[src/rtl/render_scheduler_if.sv]
// Streams and side signals between the render scheduler and its pixel pipeline.
//
// Handshake rule used by all three AXI-Stream style channels: a beat transfers
// on a rising clock edge where tvalid and tready are both 1. A source that has
// raised tvalid keeps tvalid and tdata stable until that transfer happens, and
// tvalid never depends combinationally on tready. The hcount and vcount
// channels are issued as a pair: their tvalids are identical, and a
// coordinate moves only when both treadys are 1.
interface render_scheduler_if #(
    parameter int ADDR_W = 20
);
    logic              start;
    logic              busy;
    logic              frame_done;
    logic [10:0]       hcount_axis_tdata;
    logic              hcount_axis_tvalid;
    logic              hcount_axis_tready;
    logic [9:0]        vcount_axis_tdata;
    logic              vcount_axis_tvalid;
    logic              vcount_axis_tready;
    logic [23:0]       pixel_axis_tdata;
    logic              pixel_axis_tvalid;
    logic              pixel_axis_tready;
    logic [10:0]       hcount_in;
    logic [9:0]        vcount_in;
    logic              fb_we;
    logic [ADDR_W-1:0] fb_addr;
    logic [23:0]       fb_wdata;
    logic              err_order;

    // Scheduler side
    modport master (
        input  start,
        output busy, frame_done,
        output hcount_axis_tdata, hcount_axis_tvalid,
        input  hcount_axis_tready,
        output vcount_axis_tdata, vcount_axis_tvalid,
        input  vcount_axis_tready,
        input  pixel_axis_tdata, pixel_axis_tvalid,
        output pixel_axis_tready,
        input  hcount_in, vcount_in,
        output fb_we, fb_addr, fb_wdata, err_order
    );

    // Pipeline / controller side
    modport slave (
        output start,
        input  busy, frame_done,
        input  hcount_axis_tdata, hcount_axis_tvalid,
        output hcount_axis_tready,
        input  vcount_axis_tdata, vcount_axis_tvalid,
        output vcount_axis_tready,
        output pixel_axis_tdata, pixel_axis_tvalid,
        input  pixel_axis_tready,
        output hcount_in, vcount_in,
        input  fb_we, fb_addr, fb_wdata, err_order
    );
endinterface

[src/rtl/render_scheduler.sv]
// Render scheduler: issues raster coordinates to a pixel pipeline with a cap on
// coordinates in flight, writes returned pixels into the framebuffer and flags
// pixels that come back out of raster order.
module render_scheduler #(
    parameter int H_ACTIVE        = 1280,
    parameter int V_ACTIVE        = 720,
    parameter int MAX_OUTSTANDING = 512,
    parameter int ADDR_W          = 20
) (
    input  logic               aclk,
    input  logic               areset,
    render_scheduler_if.master bus,
    output logic [1:0]         dbg_state
);
    typedef enum logic [1:0] {
        IDLE  = 2'd0,
        ISSUE = 2'd1,
        DRAIN = 2'd2,
        DONE  = 2'd3
    } state_t;

    localparam int OUT_W  = $clog2(MAX_OUTSTANDING + 1);
    localparam int PROD_W = (ADDR_W > 32) ? ADDR_W : 32;

    state_t            state_q, state_d;
    logic [10:0]       h_q, h_d, eh_q, eh_d;
    logic [9:0]        v_q, v_d, ev_q, ev_d;
    logic [OUT_W-1:0]  outstanding_q, outstanding_d;
    logic              err_q, err_d;
    logic              fb_we_q, fb_we_d;
    logic [ADDR_W-1:0] fb_addr_q, fb_addr_d;
    logic [23:0]       fb_wdata_q, fb_wdata_d;

    logic              coord_valid, accept, pixel_ready, pix_hs;
    logic              h_last, v_last, eh_last, ev_last;
    logic [PROD_W-1:0] addr_full;

    // Handshake qualifiers and raster-position decodes
    always_comb begin
        coord_valid = (state_q == ISSUE) && (outstanding_q < OUT_W'(MAX_OUTSTANDING));
        accept      = coord_valid && bus.hcount_axis_tready && bus.vcount_axis_tready;
        pixel_ready = (state_q == ISSUE) || (state_q == DRAIN);
        pix_hs      = bus.pixel_axis_tvalid && pixel_ready;
        h_last      = (h_q  == 11'(H_ACTIVE - 1));
        v_last      = (v_q  == 10'(V_ACTIVE - 1));
        eh_last     = (eh_q == 11'(H_ACTIVE - 1));
        ev_last     = (ev_q == 10'(V_ACTIVE - 1));
        addr_full   = PROD_W'(bus.vcount_in) * PROD_W'(H_ACTIVE) + PROD_W'(bus.hcount_in);
    end

    // Next-state, counters and framebuffer write staging
    always_comb begin
        state_d       = state_q;
        h_d           = h_q;
        v_d           = v_q;
        eh_d          = eh_q;
        ev_d          = ev_q;
        outstanding_d = outstanding_q;
        err_d         = err_q;
        fb_we_d       = pix_hs;
        fb_addr_d     = fb_addr_q;
        fb_wdata_d    = fb_wdata_q;

        // Issue raster: the final beat wraps both counters back to the origin
        if (accept) begin
            if (h_last) begin
                h_d = '0;
                v_d = v_last ? '0 : v_q + 10'd1;
            end else begin
                h_d = h_q + 11'd1;
            end
        end

        // Return raster, order check and write capture
        if (pix_hs) begin
            fb_addr_d  = addr_full[ADDR_W-1:0];
            fb_wdata_d = bus.pixel_axis_tdata;
            if ((bus.hcount_in != eh_q) || (bus.vcount_in != ev_q)) begin
                err_d = 1'b1;
            end
            if (eh_last) begin
                eh_d = '0;
                ev_d = ev_last ? '0 : ev_q + 10'd1;
            end else begin
                eh_d = eh_q + 11'd1;
            end
        end

        // In-flight count; a stray pixel with nothing in flight cannot underflow it
        if (accept && !(pix_hs && (outstanding_q != '0))) begin
            outstanding_d = outstanding_q + OUT_W'(1);
        end else if (!accept && pix_hs && (outstanding_q != '0)) begin
            outstanding_d = outstanding_q - OUT_W'(1);
        end

        case (state_q)
            IDLE: begin
                if (bus.start) begin
                    state_d       = ISSUE;
                    h_d           = '0;
                    v_d           = '0;
                    eh_d          = '0;
                    ev_d          = '0;
                    outstanding_d = '0;
                    err_d         = 1'b0;
                end
            end
            ISSUE: begin
                if (accept && h_last && v_last) begin
                    state_d = DRAIN;
                end
            end
            DRAIN: begin
                // Last pixel returned and its write is on the bus this cycle
                if (outstanding_q == '0) begin
                    state_d = DONE;
                end
            end
            DONE:    state_d = IDLE;
            default: state_d = IDLE;
        endcase
    end

    // State and datapath registers
    always_ff @(posedge aclk or posedge areset) begin
        if (areset) begin
            state_q       <= IDLE;
            h_q           <= '0;
            v_q           <= '0;
            eh_q          <= '0;
            ev_q          <= '0;
            outstanding_q <= '0;
            err_q         <= 1'b0;
            fb_we_q       <= 1'b0;
            fb_addr_q     <= '0;
            fb_wdata_q    <= '0;
        end else begin
            state_q       <= state_d;
            h_q           <= h_d;
            v_q           <= v_d;
            eh_q          <= eh_d;
            ev_q          <= ev_d;
            outstanding_q <= outstanding_d;
            err_q         <= err_d;
            fb_we_q       <= fb_we_d;
            fb_addr_q     <= fb_addr_d;
            fb_wdata_q    <= fb_wdata_d;
        end
    end

    assign bus.busy               = (state_q != IDLE);
    assign bus.frame_done         = (state_q == DONE);
    assign bus.hcount_axis_tvalid = coord_valid;
    assign bus.vcount_axis_tvalid = coord_valid;
    assign bus.hcount_axis_tdata  = h_q;
    assign bus.vcount_axis_tdata  = v_q;
    assign bus.pixel_axis_tready  = pixel_ready;
    assign bus.fb_we              = fb_we_q;
    assign bus.fb_addr            = fb_addr_q;
    assign bus.fb_wdata           = fb_wdata_q;
    assign bus.err_order          = err_q;
    assign dbg_state              = state_q;
endmodule

[src/flat_wrapper.sv]
// flat-port wrapper written by rule: the top's interface ports become plain ports
module render_scheduler_flat 
#(
    parameter int H_ACTIVE        = 1280,
    parameter int V_ACTIVE        = 720,
    parameter int MAX_OUTSTANDING = 512,
    parameter int ADDR_W          = 20
)
  (aclk, areset, dbg_state, bus_start, bus_busy, bus_frame_done, bus_hcount_axis_tdata, bus_hcount_axis_tvalid, bus_hcount_axis_tready, bus_vcount_axis_tdata, bus_vcount_axis_tvalid, bus_vcount_axis_tready, bus_pixel_axis_tdata, bus_pixel_axis_tvalid, bus_pixel_axis_tready, bus_hcount_in, bus_vcount_in, bus_fb_we, bus_fb_addr, bus_fb_wdata, bus_err_order);
  render_scheduler_if #(.ADDR_W(ADDR_W)) bus_i ();
  input  logic aclk;
  input  logic areset;
  output logic [1:0] dbg_state;
  input wire logic [$bits(bus_i.start)-1:0] bus_start;
  output wire logic [$bits(bus_i.busy)-1:0] bus_busy;
  output wire logic [$bits(bus_i.frame_done)-1:0] bus_frame_done;
  output wire logic [$bits(bus_i.hcount_axis_tdata)-1:0] bus_hcount_axis_tdata;
  output wire logic [$bits(bus_i.hcount_axis_tvalid)-1:0] bus_hcount_axis_tvalid;
  input wire logic [$bits(bus_i.hcount_axis_tready)-1:0] bus_hcount_axis_tready;
  output wire logic [$bits(bus_i.vcount_axis_tdata)-1:0] bus_vcount_axis_tdata;
  output wire logic [$bits(bus_i.vcount_axis_tvalid)-1:0] bus_vcount_axis_tvalid;
  input wire logic [$bits(bus_i.vcount_axis_tready)-1:0] bus_vcount_axis_tready;
  input wire logic [$bits(bus_i.pixel_axis_tdata)-1:0] bus_pixel_axis_tdata;
  input wire logic [$bits(bus_i.pixel_axis_tvalid)-1:0] bus_pixel_axis_tvalid;
  output wire logic [$bits(bus_i.pixel_axis_tready)-1:0] bus_pixel_axis_tready;
  input wire logic [$bits(bus_i.hcount_in)-1:0] bus_hcount_in;
  input wire logic [$bits(bus_i.vcount_in)-1:0] bus_vcount_in;
  output wire logic [$bits(bus_i.fb_we)-1:0] bus_fb_we;
  output wire logic [$bits(bus_i.fb_addr)-1:0] bus_fb_addr;
  output wire logic [$bits(bus_i.fb_wdata)-1:0] bus_fb_wdata;
  output wire logic [$bits(bus_i.err_order)-1:0] bus_err_order;
  assign bus_i.start = bus_start;
  assign bus_busy = bus_i.busy;
  assign bus_frame_done = bus_i.frame_done;
  assign bus_hcount_axis_tdata = bus_i.hcount_axis_tdata;
  assign bus_hcount_axis_tvalid = bus_i.hcount_axis_tvalid;
  assign bus_i.hcount_axis_tready = bus_hcount_axis_tready;
  assign bus_vcount_axis_tdata = bus_i.vcount_axis_tdata;
  assign bus_vcount_axis_tvalid = bus_i.vcount_axis_tvalid;
  assign bus_i.vcount_axis_tready = bus_vcount_axis_tready;
  assign bus_i.pixel_axis_tdata = bus_pixel_axis_tdata;
  assign bus_i.pixel_axis_tvalid = bus_pixel_axis_tvalid;
  assign bus_pixel_axis_tready = bus_i.pixel_axis_tready;
  assign bus_i.hcount_in = bus_hcount_in;
  assign bus_i.vcount_in = bus_vcount_in;
  assign bus_fb_we = bus_i.fb_we;
  assign bus_fb_addr = bus_i.fb_addr;
  assign bus_fb_wdata = bus_i.fb_wdata;
  assign bus_err_order = bus_i.err_order;
  render_scheduler #(.H_ACTIVE(H_ACTIVE), .V_ACTIVE(V_ACTIVE), .MAX_OUTSTANDING(MAX_OUTSTANDING), .ADDR_W(ADDR_W)) u_core (.aclk(aclk), .areset(areset), .bus(bus_i), .dbg_state(dbg_state));
endmodule
[config.mk]
export PLATFORM = sky130hd
export DESIGN_NAME = render_scheduler_flat
export DESIGN_NICKNAME = d
export VERILOG_FILES = /design/src/rtl/render_scheduler_if.sv /design/src/rtl/render_scheduler.sv /design/src/flat_wrapper.sv
export SDC_FILE = /design/constraint.sdc
export NUM_CORES = 1
export LEC_CHECK = 0
export ABC_AREA = 1
export CAP_MARGIN = 0
export CORE_MARGIN = 3
export CORE_UTILIZATION = 52
export DETAILED_ROUTE_END_ITERATION = 6
export PLACE_DENSITY_LB_ADDON = 0.15
export SETUP_SLACK_MARGIN = 0.5
export SLEW_MARGIN = 20
export SYNTH_ARGS = -nofsm -noshare
export SYNTH_HDL_FRONTEND = slang
export SYNTH_SLANG_ARGS = --single-unit
[constraint.sdc]
create_clock -name aclk -period 3.5 [get_ports aclk]
set_input_delay 0.35 -clock aclk [delete_from_list [all_inputs] [get_ports aclk]]
set_output_delay 0.35 -clock aclk [all_outputs]
set_load 0.05 [all_outputs]
# After elaboration in Yosys (flattened, before gate mapping)
# Index checks and enable logic that the tools add are counted.
[totals]
ff_bits = 100
input_bits = 51
out_inout_bits = 74
word_cells = 80
[op_classes]
addsub = 7
mul = 1
magnitude_cmp = 1
eq_ne = 12
muxes = 30
n_reduce_logical = 19
[ops]
columns = ["cell", "count"]
rows = [
  ["10-bit two-way mux", 14],
  ["11-bit two-way mux", 8],
  ["10-bit by 1-bit adder with 10-bit output, second input constant", 3],
  ["11-bit by 1-bit adder with 11-bit output, second input constant", 2],
  ["11-bit == test, second input constant", 2],
  ["20-bit by 11-bit adder with 20-bit output", 1],
  ["10-bit == test, second input constant", 2],
  ["10-bit by 3-bit multiplier with 12-bit output, second input constant", 1],
  ["11-bit != test", 1],
  ["1-bit logical AND", 10],
  ["10-bit logical NOT", 1],
  ["10-bit less-than comparator, second input constant", 1],
  ["10-bit != test", 1],
  ["10-bit nonzero test", 1],
  ["10-bit by 1-bit subtractor with 10-bit output, second input constant", 1],
  ["2-bit one-hot mux with 4 select lines", 1],
  ["2-bit two-way mux", 3],
  ["2-bit != test, second input constant", 3],
  ["2-bit == test, second input constant", 2],
  ["1-bit two-way mux", 4],
  ["3-bit AND reduction", 1],
  ["2-bit by 1-bit == test with 1-bit output, second input constant", 1],
  ["1-bit logical NOT", 2],
  ["2-bit logical NOT", 1],
  ["other kinds (2)", 3],
]

# Depth between registers and ports, before layout
# Gate-level depths: netlist of run 1.
[depth]
ltp_word = 11
mapped_depth = 15
mapped_depth_nobuf = 15

# Worst setup path after synthesis of run 1
# OpenSTA, ideal clock, no wires.
[synth_timing]
path_kind = "reg2reg"
from = "register u_core.state_q[0], in the netlist u_core.dbg_state[0]"
to = "register u_core.eh_q[9]"
setup_ps = 119
arrival_time_ps = 2484
required_time_ps = 3381
path_slack_ps = 897
stages_incl_launch_ff = 13
n_path_buf = 0
synth_period_minus_slack_ps = 2603
path_cell_list = "dfrtp_1 > inv_1 > ha_1 > nand2_1 > nor2_1 > inv_1 > nor2_1 > nand2_1 > inv_1 > nor2_2 > inv_1 > a21oi_1 > o21a_1"
[synth_between]
elab_chain_cells = 6
elab_cells_between_ends = 8
classes_between = "2 x eq/ne; 3 x mux; 3 x reduce/logical"
[synth_rtl]
columns = ["element", "line_no", "source"]
rows = [
  ["start, declared", "render_scheduler.sv:25", "state_t state_q, state_d;"],
  ["start signal, assigned", "render_scheduler.sv:138", "state_q <= state_d;"],
  ["2-bit by 1-bit == test with 1-bit output / 2-bit == test (equally long branches)", "render_scheduler.sv:42", "pixel_ready = (state_q == ISSUE) || (state_q == DRAIN);"],
  ["1-bit logical OR *", "render_scheduler.sv:42", ""],
  ["net bus_pixel_axis_tready", "flat_wrapper.sv:25", "output wire logic [$bits(bus_i.pixel_axis_tready)-1:0] bus_pixel_axis_tready;"],
  ["1-bit logical AND *", "render_scheduler.sv:43", "pix_hs = bus.pixel_axis_tvalid && pixel_ready;"],
  ["11-bit two-way mux *", "render_scheduler.sv:75", "if (pix_hs) begin"],
  ["11-bit two-way mux", "render_scheduler.sv:98", "if (bus.start) begin"],
  ["11-bit two-way mux *", "render_scheduler.sv:96", "case (state_q)"],
  ["net u_core.eh_d[9]", "render_scheduler.sv:26", "logic [10:0] h_q, h_d, eh_q, eh_d;"],
  ["end signal, assigned", "render_scheduler.sv:141", "eh_q <= eh_d;"],
  ["end, declared", "render_scheduler.sv:26", ""],
]
# Mark *: on every way through the listed nets, which the timed path passes. The rest lies on a longest branch.
# A chain may end at the register's enable or synchronous reset.

# Worst setup path after layout of run 1
[layout_timing]
from = "register u_core.state_q[0], in the netlist u_core.dbg_state[0]"
to = "register u_core.eh_q[9]"
[layout_between]
elab_chain_cells = 6
elab_cells_between_ends = 8
classes_between = "2 x eq/ne; 3 x mux; 3 x reduce/logical"
[layout_rtl]
columns = ["element", "line_no"]
rows = [
  ["2-bit by 1-bit == test with 1-bit output / 2-bit == test (equally long branches)", "render_scheduler.sv:42"],
  ["1-bit logical OR", "render_scheduler.sv:42"],
  ["1-bit logical AND", "render_scheduler.sv:43"],
  ["11-bit two-way mux", "render_scheduler.sv:75"],
  ["11-bit two-way mux", "render_scheduler.sv:98"],
  ["11-bit two-way mux *", "render_scheduler.sv:96"],
  ["net u_core.eh_d[9]", "render_scheduler.sv:26"],
]
# Marks and branches as above.

==> results of run 1 <==
[registers in the layout, summed over array words and instances (netlist names)]
signal	count
u_core.bus.err_order	1
u_core.bus.fb_we	1
u_core.dbg_state	2
u_core.ev_q	10
u_core.eh_q	11
u_core.outstanding_q	10
u_core.bus.hcount_axis_tdata	11
u_core.bus.fb_wdata	24
u_core.bus.vcount_axis_tdata	10
u_core.bus.fb_addr	20
[kinds of logic after synthesis]
logic type | synth area share
compound gates | 0.0823
xor+xnor | 0.0477
fa+ha+maj | 0.0685
buf+inv | 0.0679
flops | 0.413
simple gates | 0.321
[critical path, cell delays in order, from the launching register on]
cell and delay [ns]:
dfrtp_1 0.42, inv_1 0.10, ha_1 0.35, nand2_2 0.37
nor2_1 0.13, inv_1 0.11, nor2_1 0.07, nand2_1 0.17
inv_1 0.13, nor2_2 0.26, inv_1 0.16, a21oi_1 0.14
o21a_1 0.14
[cell usage in the layout, fill, tap and decap left out, types with 2 or more instances in the layout]
cell,netlist,routed
nor2_1,77,77
nand3_1,46,46
clkbuf_16,0,9
buf_4,1,5
inv_6,0,2
a31oi_1,2,2
nand2_4,2,2
bufinv_16,0,3
o21ai_0,38,38
nor2_4,4,4
nand2_1,264,263
xor2_1,19,19
nand4_1,12,12
inv_1,88,87
clkdlybuf4s50_1,0,124
nor3_1,18,18
nor2_2,3,3
nand3b_1,6,6
o21ai_1,2,2
ha_1,30,30
o21a_1,4,4
dfrtp_1,100,100
a21oi_1,38,38
nand3_2,2,2
xnor2_1,14,14
nand2_2,5,6
inv_4,1,2
o22ai_1,3,3
fa_1,2,2
or2_2,4,4
[path summary, 6_finish.rpt]
path	endpoint	startpoint	slack (ns)
worst min-delay path	u_core.bus.fb_wdata[0]	u_core.bus.fb_wdata[0]	0.48
max in group asynchronous	u_core.bus.fb_wdata[21]	areset	2.23
worst max-delay path	u_core.eh_q[9]	u_core.dbg_state[0]	0.86
worst max register to register	u_core.eh_q[9]	u_core.dbg_state[0]	0.86
worst min register to register	u_core.bus.fb_wdata[0]	u_core.bus.fb_wdata[0]	0.48
min in group asynchronous	u_core.bus.fb_addr[5]	areset	0.49
[metrics by stage]
step / area (sq um) / util / setup WS [ns] / total power [mW] / instances
2_1_floorplan: 6060 / - / 0.531 / 4.22 / 813
3_3_place_gp: 7460 / 0.670 / 0.635 / 5.22 / 1066
3_5_place_dp: 7460 / 0.670 / 0.537 / 5.31 / 1066
4_1_cts: 7820 / 0.702 / 0.728 / 6.51 / 1082
5_1_grt: 7820 / 0.703 / 0.618 / 6.88 / 1082
6_report: 7820 / 0.703 / 0.865 / 6.47 / 1082
[power by group]
part | internal, mW | leakage, nW | switching, mW | total (mW)
clock network | 0.725 | 0.174 | 0.458 | 1.18
registers | 1.55 | 1.29 | 0.313 | 1.86
logic | 1.10 | 2.34 | 2.33 | 3.43
total | 3.37 | 3.80 | 3.10 | 6.47
[metal layers]
layer  share of wire  global-route usage
met1            0.43               0.288
met2            0.48               0.404
met3           0.068              0.0653
met4           0.022              0.0831
met5               0                   0
[what timing repair did]
| action | CTS | global route |
|---|---|---|
| setup endpoints to repair | 0 | 1 |
| resized for setup | 0 | 1 |
| endpoints found under the hold margin | 0 | 0 |
[final cells by class]
type | instances | area [sq um]
repair buffers | 130 | 1290
well taps | 140 | 175
clock buffers | 10 | 239
clock inverters | 6 | 116
inverters | 90 | 343
fillers | 908 | 3310
multi-input cells | 606 | 3150
flip-flops and latches | 100 | 2500
==> flow_metrics.tcl, run 1 <==
set metrics [dict create \
    worst-setup-path-type "reg -> reg" \
    yosysUniqueCellTypes 41 \
    hpwlAfterDp_microns 11200 \
    setup_viol_count_final 0 \
    wl_per_cell_microns 13.8 \
    clkTransAtPathRegs_ns 0.07 \
    cts_root_buffer "clkbuf_16" \
    ys_seq_area_frac 0.413 \
    synth.net_count 896 \
    chipWidth_microns 114 \
    hp-class "reg -> reg" \
    ys.warnings.count 0 \
    num_io_pins 125 \
    cts_sinks 100 \
    cp.arrival_ns 2.93 \
    synth-seq-cells 100 \
    drt_wl_total_microns 15000 \
    post-synth-top-count-cell "nand2_1" \
    fin_nets 1020 \
    period_needed_ns 2.64 \
    synth_area_sq_um 6060 \
    avgSynthCellArea_sq_um 7.46 \
    vdd_drop_max_mv 1.03 \
    vias 5643 \
    reg2reg_depth 12 \
    synthCells 813 \
    core_sq_um 11100 \
    grt_max_degree 61 \
    post-route-period-util 0.753 \
    endpoint_kind "register" \
    firstDrtPassIters 5 \
    cts_max_path_buffers 2 \
    critPathRequiredTime_ns 3.79 \
    antenna_left 0 \
    ys_top_cells_by_area "dfrtp_1, nand2_1, ha_1" \
    drv_slew 0 \
    synth-edff-count 0 \
    async_flop_share 1.00 \
    worst_slew_pin_slew_ns 0.769 \
    port_buffers 124 \
    cts_tree "done" \
    final.setup.tns_ns 0 \
    die_y_microns 114 \
    drv_cap 0 \
    numCtsBuffers 9 \
    path_max_fanout 22 \
    overflow 0 \
    drive_above_1_share 0.0541 \
    status "completed" \
    core.rowCount 38 \
    dieArea_sq_um 13000 \
    synth.top_cells.by_count "nand2_1, dfrtp_1, inv_1, nor2_1, nand3_1" \
    hold_viol_final 0 \
    clock.fmax_mhz 379 \
    grt_pass1_wl_microns 24900 \
    area.growth.synth_to_final_pct 28.9 \
    synth_top_cell_area_share 0.413 \
    cellPowerDensity_nw_per_um2 828 \
    worst_hold_slack_ns 0.482 \
    maxSlewHeadroom 0.487 \
    grt_use_total 0.237 \
    ctsHoldBuffers 0 \
    start_kind "register" \
    grt_pass1_vias 5495 \
    drt-initial-drc-count 328 \
    antennaDiodeCount 0 \
    hold_depth 2 \
    antenna_found_initial 0 \
    ys.flop_type "dfrtp_1" \
    clk_latency_ns 0.36 \
    rsz0062_at_grt "false" \
    p_leak_nw 3.80 \
    cts_setup_buffers 0 \
    yosysTopAreaCell "dfrtp_1" \
    fin_skew_ns 0.00881 \
    drc_errors 0 \
    htreeDepth 3 \
    initial_core_util 0.545 \
    vias_per_cell 5.22 \
    gp_congestion 0.872 \
]
Note: power is estimated with default switching activity, not from simulation.
==> run 2, diff against run 1 <==
--- a/config.mk
+++ b/config.mk
@@ -8,7 +8,7 @@
 export ABC_AREA = 1
 export CAP_MARGIN = 0
 export CORE_MARGIN = 3
-export CORE_UTILIZATION = 52
+export CORE_UTILIZATION = 47
 export DETAILED_ROUTE_END_ITERATION = 6
 export PLACE_DENSITY_LB_ADDON = 0.15
 export SETUP_SLACK_MARGIN = 0.5
==> constraint.sdc (replaced) <==
create_clock -name aclk -period 2.15 [get_ports aclk]
set_input_delay 0.215 -clock aclk [delete_from_list [all_inputs] [get_ports aclk]]
set_output_delay 0.215 -clock aclk [all_outputs]
set_load 0.05 [all_outputs]
==> flow_metrics.tcl, run 2 (synthesis gave the netlist of run 1 again) <==
set metrics [dict create \
    drive_above_1_share 0.305 \
    worst_slew_pin_slew_ns 0.542 \
    placedCellCount 1125 \
    antennaDiodeCount 0 \
    fin_nets 1120 \
    cts_root_buffer "clkbuf_16" \
    vias 6473 \
    cts_max_path_buffers 2 \
    ctsHoldBuffers 0 \
    core_sq_um 12300 \
    period_needed_ns 1.93 \
    gp_congestion 0.907 \
    rsz0062_at_grt "true" \
    drc_errors 0 \
    setup_viol_count_final 0 \
    fin_cells 1210 \
    drt_wl_total_microns 20000 \
    endpoint_kind "register" \
    largest_reg_flops 24 \
    numCtsBuffers 9 \
    cellPowerDensity_nw_per_um2 1210 \
    dieArea_sq_um 14300 \
    wl_per_cell_microns 16.5 \
    clkTransAtPathRegs_ns 0.07 \
    clk_latency_ns 0.35 \
    start_kind "register" \
    die_y_microns 120 \
    hpwlAfterDp_microns 11500 \
    regToRegSetupSlack_ns 0.22 \
    crit_path_start "u_core.dbg_state[0]" \
    grt_max_degree 101 \
    grt_use_total 0.249 \
    hold_viol_final 0 \
    grt_pass1_vias 6357 \
    cp.arrival_ns 2.22 \
    fin_skew_ns 0.00534 \
    worst-setup-path-type "reg -> reg" \
    p_leak_nw 4.77 \
    overflow 0 \
    vdd_drop_max_mv 1.39 \
    drt-initial-drc-count 377 \
    num_io_pins 125 \
    clock.fmax_mhz 517 \
    vias_per_cell 5.35 \
    power.total_mw 11.7 \
    grt_pass1_wl_microns 29300 \
    cts_tree "done" \
    path_max_fanout 7 \
    core.rowCount 40 \
    r2r-start "u_core.dbg_state[0]" \
    area.growth.synth_to_final_pct 59.1 \
    drv_slew 0 \
    postLayoutCoreUtil 0.784 \
    layout_common_cells "nand2_1, dfrtp_1, dlygate4sd2_1" \
    port_buffers 124 \
    fillCellCount 830 \
    htreeDepth 3 \
    final.setup.tns_ns 0 \
    status "completed" \
    firstDrtPassIters 5 \
    critPathRequiredTime_ns 2.44 \
    antenna_left 0 \
    hp-start "bus_vcount_in[0]" \
    hp-class "in -> reg" \
    worst_hold_slack_ns 0.348 \
    final_common_cell "nand2_1" \
    post-route-period-util 0.900 \
    cts_sinks 100 \
    initial_core_util 0.493 \
    chipWidth_microns 120 \
    maxSlewHeadroom 0.639 \
    drv_cap 0 \
    antenna_found_initial 0 \
]
[run 2: cell count changes in the layout (fill, tap and decap cells not counted), moves of 19 or more]
cell,change
nand2_2,+19
buf_4,+61
nand2_1,-33
dlygate4sd2_1,+72
nor2_1,-25
clkdlybuf4s50_1,-87
o21ai_0,-35
buf_6,+33
o21ai_1,+24
[run 2: per-stage QoR]
| step | worst slack [ns] | instance area [sq um] |
|---|---|---|
| after floorplan | -0.00604 | 6400 |
| after global placement | -0.411 | 7960 |
| after detailed placement | -0.501 | 7960 |
| after CTS | 0.344 | 8970 |
| after global routing | 0.165 | 9650 |
| final | 0.215 | 9650 |
[run 2: cell type report]
class / count / area (sq um) / area share
clock inverter: 5 / 82.6 / 0.00856
tap: 168 / 210 / 0.0218
sequential: 100 / 2510 / 0.260
inverter: 90 / 372 / 0.0385
timing repair inverter: 1 / 6.26 / 0.000648
timing repair buffer: 228 / 2120 / 0.220
clock buffer: 11 / 243 / 0.0252
multi-input combinational: 607 / 4100 / 0.425
[run 2: final timing paths]
check                                                       end  depth (start not counted)
worst min-delay path                      u_core.bus.fb_addr[8]                          4
worst min register to register           u_core.bus.fb_wdata[5]                          2
worst max register to register  u_core.bus.hcount_axis_tdata[2]                         13
worst max-delay path            u_core.bus.hcount_axis_tdata[2]                         13
max in group asynchronous                   u_core.dbg_state[1]                          3
min in group asynchronous               u_core.bus.fb_wdata[19]                          3
[run 2: metal layers]
layer | global-route usage | vias up | routed length (microns) | part of all wire
li1 | - | 3047 | - | -
met1 | 0.289 | 3094 | 7700 | 0.38
met2 | 0.455 | 276 | 10600 | 0.53
met3 | 0.0547 | 56 | 1220 | 0.061
met4 | 0.0838 | 0 | 544 | 0.027
met5 | 0 | - | 0 | 0
[run 2: power by group]
group          leakage [nW]  switching [mW]  internal (mW)
clock network         0.161           0.740           1.06
logic                  3.32            4.54           2.29
registers              1.28           0.516           2.53
[run 2: worst max-delay path, stage by stage, from the launching register on]
cell and delay, ns:
dfrtp_2 0.45, buf_6 0.13, ha_4 0.16, inv_4 0.07, nor2_4 0.04, nand3_4 0.13, nor2_4 0.06, nand2_4 0.12
inv_8 0.06, buf_12 0.13, nor2_4 0.20, buf_6 0.13, nand3b_1 0.10, inv_1 0.08
[run 2: timing repair]
action	in CTS	in global routing
setup endpoints to repair	168	67
gates resized for setup	207	138
pin swaps	44	52
hold endpoints to repair	0	0
cloned	1	2
buffers inserted	46	20
